File: config.mk
export PLATFORM = sky130hd
export DESIGN_NAME = ej32_ls
export DESIGN_NICKNAME = d
export VERILOG_FILES = /design/src/rtl/ej32_ls.sv
export SDC_FILE = /design/constraint.sdc
export NUM_CORES = 1
export LEC_CHECK = 0
export CORE_AREA = 2 2 158 121
export CTS_CLUSTER_SIZE = 28
export DETAILED_ROUTE_END_ITERATION = 16
export DIE_AREA = 0 0 160 123
export HOLD_SLACK_MARGIN = 0.12
export PLACE_DENSITY = 0.62
export SETUP_SLACK_MARGIN = 0.02
export SLEW_MARGIN = 25
export SYNTH_ARGS = -nofsm -noshare
export SYNTH_HDL_FRONTEND = slang
export SYNTH_SLANG_ARGS = --single-unit
File: constraint.sdc
create_clock -name clk -period 14 [get_ports clk]
set_input_delay 2.1 -clock clk [delete_from_list [all_inputs] [get_ports clk]]
set_output_delay 2.1 -clock clk [all_outputs]
set_load 0.005 [all_outputs]
File: src/rtl/ej32_ls.sv
// ej32_ls: byte-serial big-endian load/store unit with GET/PUT buffer pointers.
// Transfers 1, 2 or 4 bytes over a synchronous byte RAM, one byte per cycle.
module ej32_ls #(
   parameter int TIB  = 'h1000,
   parameter int OBUF = 'h1400,
   parameter int ASZ  = 17
) (
   input  logic           clk,
   input  logic           rst,
   input  logic           req,
   input  logic [2:0]     op,
   input  logic [ASZ-1:0] addr,
   input  logic [31:0]    wdata,
   output logic           busy,
   output logic           done,
   output logic [31:0]    rdata,
   output logic [ASZ-1:0] mem_a,
   output logic           mem_we,
   output logic [7:0]     mem_do,
   input  logic [7:0]     mem_di
);
   typedef enum logic [1:0] {IDLE, XFER, DONE} state_t;
   localparam logic [ASZ-1:0] one = 1;
   state_t state, state_n;
   logic [2:0] op_q;
   logic [1:0] cnt, n1;
   logic [31:0] wd_q, aligned, fin;
   logic [23:0] acc;
   logic [ASZ-1:0] base, tib_ptr, obuf_ptr;
   logic prev_xfer, load;
   always_comb begin
      state_n = state == IDLE ? (req ? XFER : IDLE) : state == XFER ? (cnt == 2'd0 ? DONE : XFER) : IDLE;
      n1 = (op == 3'd0 || op == 3'd3) ? 2'd3 : (op == 3'd1 || op == 3'd4) ? 2'd1 : 2'd0;
      // store field left-aligned so its most-significant byte goes out first
      aligned = n1 == 2'd3 ? wdata : n1 == 2'd1 ? {wdata[15:0], 16'h0} : {wdata[7:0], 24'h0};
      base = op == 3'd6 ? tib_ptr : op == 3'd7 ? obuf_ptr : addr;
      load = !(op_q inside {3'd3, 3'd4, 3'd5, 3'd7});
      fin = {acc, mem_di};
   end
   always_ff @(posedge clk or posedge rst) begin
      if (rst) begin
         state     <= IDLE;
         busy      <= 1'b0;
         done      <= 1'b0;
         rdata     <= '0;
         mem_a     <= '0;
         mem_we    <= 1'b0;
         mem_do    <= '0;
         tib_ptr   <= ASZ'(TIB);
         obuf_ptr  <= ASZ'(OBUF);
         op_q      <= '0;
         cnt       <= '0;
         wd_q      <= '0;
         acc       <= '0;
         prev_xfer <= 1'b0;
      end else begin
         state     <= state_n;
         busy      <= state_n != IDLE;
         done      <= state == XFER && cnt == 2'd0;
         prev_xfer <= state == XFER;
         // RAM data lags the address by one cycle
         if (prev_xfer && load) acc <= fin[23:0];
         if (state == IDLE && req) begin
            op_q   <= op;
            cnt    <= n1;
            mem_a  <= base;
            mem_we <= op inside {3'd3, 3'd4, 3'd5, 3'd7};
            mem_do <= aligned[31:24];
            wd_q   <= {aligned[23:0], 8'h0};
         end else if (state == XFER) begin
            if (cnt != 2'd0) begin
               cnt    <= cnt - 2'd1;
               mem_a  <= mem_a + one;
               mem_do <= wd_q[31:24];
               wd_q   <= {wd_q[23:0], 8'h0};
            end else begin
               mem_we <= 1'b0;
            end
         end
         if (state == DONE) begin
            if (load)
               rdata <= op_q == 3'd0 ? fin :
                        op_q == 3'd1 ? {{16{fin[15]}}, fin[15:0]} :
                        op_q == 3'd2 ? {{24{fin[7]}}, fin[7:0]} : {24'h0, fin[7:0]};
            if (op_q == 3'd6) tib_ptr <= tib_ptr + one;
            if (op_q == 3'd7) obuf_ptr <= obuf_ptr + one;
         end
      end
   end
endmodule

# After elaboration in Yosys (flattened, before gate mapping)
# Index checks and enable logic that the tools add are counted.
[word_totals]
regBits = 158
inputBits = 63
[classes]
reduce_logical = 21
eq_ne = 18
bitwise = 1
n_addsub = 4
mux = 28
[ops]
columns = ["cell", "count"]
rows = [
  ["two-way mux 32 bit", 8],
  ["two-way mux 17 bit", 5],
  ["adder 17 x 1 -> 17 bit (second input constant)", 3],
  ["== test 3 bit (second input constant)", 8],
  ["two-way mux 8 bit", 3],
  ["two-way mux 2 bit", 7],
  ["AND reduction 2 bit", 5],
  ["== test 3 x 2 -> 1 bit (second input constant)", 3],
  ["nonzero test 2 bit", 4],
  ["nonzero test 4 bit", 2],
  ["== test 3 x 1 -> 1 bit (second input constant)", 2],
  ["logical NOT 3 bit", 2],
  ["two-way mux 1 bit", 5],
  ["== test 2 x 1 -> 1 bit (second input constant)", 2],
  ["== test 2 bit (second input constant)", 2],
  ["logical NOT 2 bit", 2],
  ["logical AND 1 bit", 3],
  ["logical OR 1 bit", 2],
  ["!= test 2 bit (second input constant)", 1],
  ["subtractor 2 x 1 -> 2 bit (second input constant)", 1],
  ["logical NOT 1 bit", 1],
  ["inverter 1 bit", 1],
]

# Logic depth before layout (Yosys ltp)
[logic_depth]
ltp_word = 8
ltp_mapped = 7

# Least setup slack after synthesis
# No wires, ideal clock.
[synth_timing]
path_type = "in2reg"
startpoint = "input op[0]"
endpoint = "register mem_do[0]"
arrival_ps = 3039
path_buffers = 1
slack_ps = 10832
cell_stages = 5
path_cell_list = "mux2i_1 > buf_4 > nor2b_1 > a211oi_1 > o22ai_1"
[synth_via]
elab_chain_cells = 8
[synth_lines]
columns = ["item", "line", "text"]
rows = [
  ["from (decl)", "11", "input logic [2:0] op,"],
  ["== test 3 x 1 -> 1 bit / == test 3 bit (equally long branches)", "33", "n1 = (op == 3'd0 || op == 3'd3) ? 2'd3 : (op == 3'd1 || op == 3'd4) ? 2'd1 : 2'd0;"],
  ["logical OR 1 bit", "33", ""],
  ["two-way mux 1 bit", "33", ""],
  ["two-way mux 2 bit (*)", "33", ""],
  ["== test 2 x 1 -> 1 bit", "35", "aligned = n1 == 2'd3 ? wdata : n1 == 2'd1 ? {wdata[15:0], 16'h0} : {wdata[7:0], 24'h0};"],
  ["two-way mux 32 bit", "35", ""],
  ["two-way mux 32 bit (*)", "35", ""],
  ["two-way mux 8 bit (*)", "63", "if (state == IDLE && req) begin"],
  ["to (signal assigned)", "68", "mem_do <= aligned[31:24];"],
  ["to (signal assigned)", "74", "mem_do <= wd_q[31:24];"],
  ["to (decl)", "19", "output logic [7:0] mem_do,"],
]
# Mark *: on every way between the ends. The rest lies on a longest branch, timed or not.
# A chain may end at the register's enable or synchronous reset.

# Final worst setup path
[layout_timing]
startpoint = "input op[2]"
endpoint = "register mem_a[5]"
[layout_via]
elab_chain_cells = 4
[layout_lines]
columns = ["item", "line", "text"]
rows = [
  ["== test 3 bit", "36", "base = op == 3'd6 ? tib_ptr : op == 3'd7 ? obuf_ptr : addr;"],
  ["two-way mux 17 bit", "36", ""],
  ["two-way mux 17 bit (*)", "36", ""],
  ["two-way mux 17 bit (*)", "63", ""],
  ["to (signal assigned)", "66", "mem_a <= base;"],
  ["to (signal assigned)", "73", "mem_a <= mem_a + one;"],
  ["to (decl)", "17", "output logic [ASZ-1:0] mem_a,"],
]
# Marked as above.

==> results.sh <==
export IMPL_run_status="complete, no violations"
export IMPL_max_freq_mhz=264.9
export IMPL_r2r_end="acc[19]$_DFFE_PP0P_"
export IMPL_die_ht_um=123
export IMPL_ff2ff_setup_slack_ns=11.93
export IMPL_layout_worst_path_cycle_share=0.2697
export IMPL_tritoncts_buffer_count=17
export IMPL_hold_viol=0
export IMPL_worst_hold_path_endpoint="obuf_ptr[16]$_DFFE_PP0P_"
export IMPL_worst_endpoint_arrival_ns=4.08
export IMPL_critical_path_max_fanout=30
export IMPL_critical_path_reg2reg_startpoint="op_q[1]$_DFFE_PP0P_"
export IMPL_ys_types=51
export IMPL_rows=43
export IMPL_pwr_density_cell_mw_per_mm2=208.0
export IMPL_finalClockSkew_ns=0.01331
export IMPL_wire_length_of_the_first_global_routing_pass_mm=29.35
export IMPL_syn_area_per_cell_um2=10.85
export IMPL_layout_drive_gt1_share=0.1125
export IMPL_grt_antenna_before_repair=0
export IMPL_dpl_wire_length_mm=12.09
export IMPL_report_final_slew_viol_count=0
export IMPL_total_power_mw=1.911
export IMPL_worst_path_dominant_cell_family="simple AND/OR/NAND/NOR gates"
export IMPL_worstHoldStart="obuf_ptr[16]$_DFFE_PP0P_"
export IMPL_wl_mm=17.70
export IMPL_irDropWorstVdd_mv=0.1023
export IMPL_timing_critical_path_slowest_cell_delay_ns=0.76
export IMPL_synth_mux_area_frac=0.1052
export IMPL_crit_path_cell_trace="clkdlybuf4s50_1, nand2_1, nor2_1, a211oi_1, a21oi_1"
export IMPL_post_synth_instance_area_mm2=0.007161
export IMPL_drt_vias_per_instance=5.294
export IMPL_synth_cells=660
export IMPL_remaining_drc_errors=0
export IMPL_min_path_type="register to register"
export IMPL_cp_required_ns=14.30
export IMPL_cts_resized=0
export IMPL_floorplan_die_area_mm2=0.01968
export IMPL_worstHoldPathCells=1
export IMPL_setup_violations_final=0
export IMPL_rsz0062_at_grt="false"
export IMPL_cts_sink_count=150
export IMPL_syn_num_nets=727
export IMPL_maxSlewHeadroom=0.3255
export IMPL_die_width_um=160
export IMPL_synthesized_area_fraction_occupied_by_ao_oa_aoi_and_oai_cells=0.1117
export IMPL_path_buf_inv=1
export IMPL_initial_core_util=0.3938
export IMPL_post_synth_and_or_nand_nor_area_fraction=0.1632
export IMPL_synth_warnings=0
export IMPL_ys_ff_latch=150
export IMPL_worst_r2r_path_depth=3
export IMPL_ys_seq_area_frac=0.5247
export IMPL_vias=5448
export IMPL_synth_top_family_by_area="simple AND/OR/NAND/NOR gates"
export IMPL_num_nets_final=836
export IMPL_timing_worst_slew_pin_value_ns=1.009
export IMPL_final_util=0.5052
export IMPL_num_fill_cells=1674
export IMPL_place_port_buffers=122
export IMPL_dominantRegCellSynth="sky130_fd_sc_hd__dfrtp_1"
export IMPL_detailedRoute_firstIterationViolations=366
export IMPL_ant_nets=0
export IMPL_post_drt_wl_per_cell_um=17.20
export IMPL_synth_fa_ha_area_frac=0.006989
export IMPL_holdBufCountCts=0
export IMPL_grt_start_max_net_pins=87
export IMPL_tns_ns=0
export IMPL_htreeDepth=4
export IMPL_fin_crit_ns=3.775
export IMPL_tritoncts="yes"
export IMPL_cts_root_to_sink_buffers=2
export IMPL_globalRouteTotalUtil=0.1889
export IMPL_timing_critical_path_slowest_stage_cell="sky130_fd_sc_hd__nand2_1"
export IMPL_kind_of_capture_point_of_the_worst_setup_path="register"
export IMPL_grt_overflow_total=0
export IMPL_critical_path_depth=5
export IMPL_worstSkewPairLatency_ns=0.43
export IMPL_core_mm2=0.01818
export IMPL_leakage_nw=3.807
export IMPL_synth_edff_count=0
export IMPL_antenna_cells_inserted=0
export IMPL_path_class="primary input to register"
export IMPL_worstSetupStartpointType="primary input"
export IMPL_first_global_vias=5575
export IMPL_post_cts_setup_buffers=0
export IMPL_synth_xor_area_share=0.05259
export IMPL_drtPass1Iterations=4
export IMPL_cts_clk_slew_worst_paths_ns=0.07
export IMPL_io_pins=123
export IMPL_cell_at_the_root_of_the_clock_tree="sky130_fd_sc_hd__clkbuf_16"
export IMPL_drv_max_cap_violation_count=0
export IMPL_gp_routability_congestion=0.8344
export IMPL_flow_area_growth_from_synthesis_pct=28.31
export IMPL_synthArstFlopShare=1.000
[cell usage after synthesis, types with 8 or more instances]
master,count,area (um^2)
sky130_fd_sc_hd__xnor2_1,27,236.5
sky130_fd_sc_hd__a21oi_1,36,180.2
sky130_fd_sc_hd__xor2_1,16,140.1
sky130_fd_sc_hd__buf_4,11,82.58
sky130_fd_sc_hd__and4_1,11,96.34
sky130_fd_sc_hd__and3_1,8,50.05
sky130_fd_sc_hd__mux2i_1,37,370.4
sky130_fd_sc_hd__nand4_1,11,68.82
sky130_fd_sc_hd__a31oi_1,9,56.30
sky130_fd_sc_hd__buf_2,11,55.05
sky130_fd_sc_hd__a32o_1,8,80.08
sky130_fd_sc_hd__o22ai_1,8,50.05
sky130_fd_sc_hd__nand3_1,28,140.1
sky130_fd_sc_hd__clkbuf_1,14,52.55
sky130_fd_sc_hd__mux2_2,28,315.3
sky130_fd_sc_hd__nor2_1,46,172.7
sky130_fd_sc_hd__dfrtp_1,147,3679
sky130_fd_sc_hd__nand2_1,61,229.0
sky130_fd_sc_hd__nor2b_1,18,112.6
sky130_fd_sc_hd__o21ai_0,16,80.08
sky130_fd_sc_hd__a211oi_1,32,240.2
[per-layer routing]
layer | wire length (um) | GRT usage | up-vias
li1 | - | - | 2583
met1 | 8946 | 0.2717 | 2747
met2 | 7969 | 0.2879 | 116
met3 | 730 | 0.04864 | 2
met4 | 52 | 0.04561 | 0
met5 | 0 | 0 | -
[power breakdown]
part	leakage, nW	internal, mW	switching [mW]
Clock	0.308	0.261	0.218
Combinational	1.65	0.379	0.313
Sequential	1.85	0.601	0.139
[worst reg2reg max path, stage by stage (launching register included)]
cell,delay (ns)
sky130_fd_sc_hd__dfrtp_1,0.56
sky130_fd_sc_hd__mux2i_1,0.26
sky130_fd_sc_hd__nand2_1,0.61
sky130_fd_sc_hd__mux2_2,0.53
[worst max path at each step]
stage	from	end	slack (ns)
2_1_floorplan	rst	acc[0]$_DFFE_PP0P_	7.87
3_3_place_gp	op[0]	wd_q[31]$_DFFE_PP0P_	9.60
3_5_place_dp	op[2]	mem_a[5]$_DFFE_PP0P_	9.81
4_1_cts	op[2]	mem_a[5]$_DFFE_PP0P_	10.22
5_1_grt	op[1]	mem_a[13]$_DFFE_PP0P_	10.08
6_report	op[2]	mem_a[5]$_DFFE_PP0P_	10.22
[area by class of cell]
| cell class | count | area [um^2] | share of cell area |
|---|---|---|---|
| clock inverters | 15 | 205.2 | 0.02233 |
| multi-input cells | 463 | 3178 | 0.3459 |
| inverters | 7 | 31.28 | 0.003405 |
| well taps | 247 | 309.0 | 0.03364 |
| repair buffers | 130 | 1281 | 0.1395 |
| clock buffers | 17 | 425.4 | 0.04630 |
| flip-flops and latches | 150 | 3757 | 0.4090 |
[sequential cells by signal, indices dropped and copies added (netlist names)]
signal and count:
acc 24, done 1, cnt 2, busy 1
op_q 3, obuf_ptr 17, mem_we 1, tib_ptr 17
mem_a 17, rdata 32, wd_q 24, mem_do 8
state 2, prev_xfer 1
[cell usage in the layout (no fill, tap or decap), types with 8 or more instances in the layout]
master,n
sky130_fd_sc_hd__dfrtp_1,147
sky130_fd_sc_hd__a32o_1,8
sky130_fd_sc_hd__and4_1,11
sky130_fd_sc_hd__a21oi_1,36
sky130_fd_sc_hd__clkbuf_16,17
sky130_fd_sc_hd__mux2_2,28
sky130_fd_sc_hd__a211oi_1,32
sky130_fd_sc_hd__nand3_1,28
sky130_fd_sc_hd__clkdlybuf4s50_1,122
sky130_fd_sc_hd__o22ai_1,8
sky130_fd_sc_hd__xor2_1,16
sky130_fd_sc_hd__a31oi_1,9
sky130_fd_sc_hd__nor2b_1,18
sky130_fd_sc_hd__nand2_1,61
sky130_fd_sc_hd__nor2_1,45
sky130_fd_sc_hd__xnor2_1,27
sky130_fd_sc_hd__mux2i_1,36
sky130_fd_sc_hd__and3_1,8
sky130_fd_sc_hd__o21ai_0,16
sky130_fd_sc_hd__buf_4,8
sky130_fd_sc_hd__nand4_1,11
[kinds of logic after synthesis]
| kind of cell | after synthesis |
|---|---|
| simple gates | 222 |
| compound gates | 123 |
| mux | 71 |
| xor+xnor | 43 |
| buf+inv | 47 |
| fa+ha+maj | 4 |
| flops | 150 |
[stage by stage]
stage	setup slack [ns]	hold slack (ns)	cells	instance area [um^2]
2_1_floorplan	7.869	0.4414	660	7161
3_3_place_gp	9.604	0.4683	997	8546
3_5_place_dp	9.809	0.4672	997	8551
4_1_cts	10.22	0.4826	1029	9181
5_1_grt	10.08	0.4901	1029	9188
6_report	10.22	0.4837	1029	9188
No activity file was read; power rests on OpenSTA's default activity.
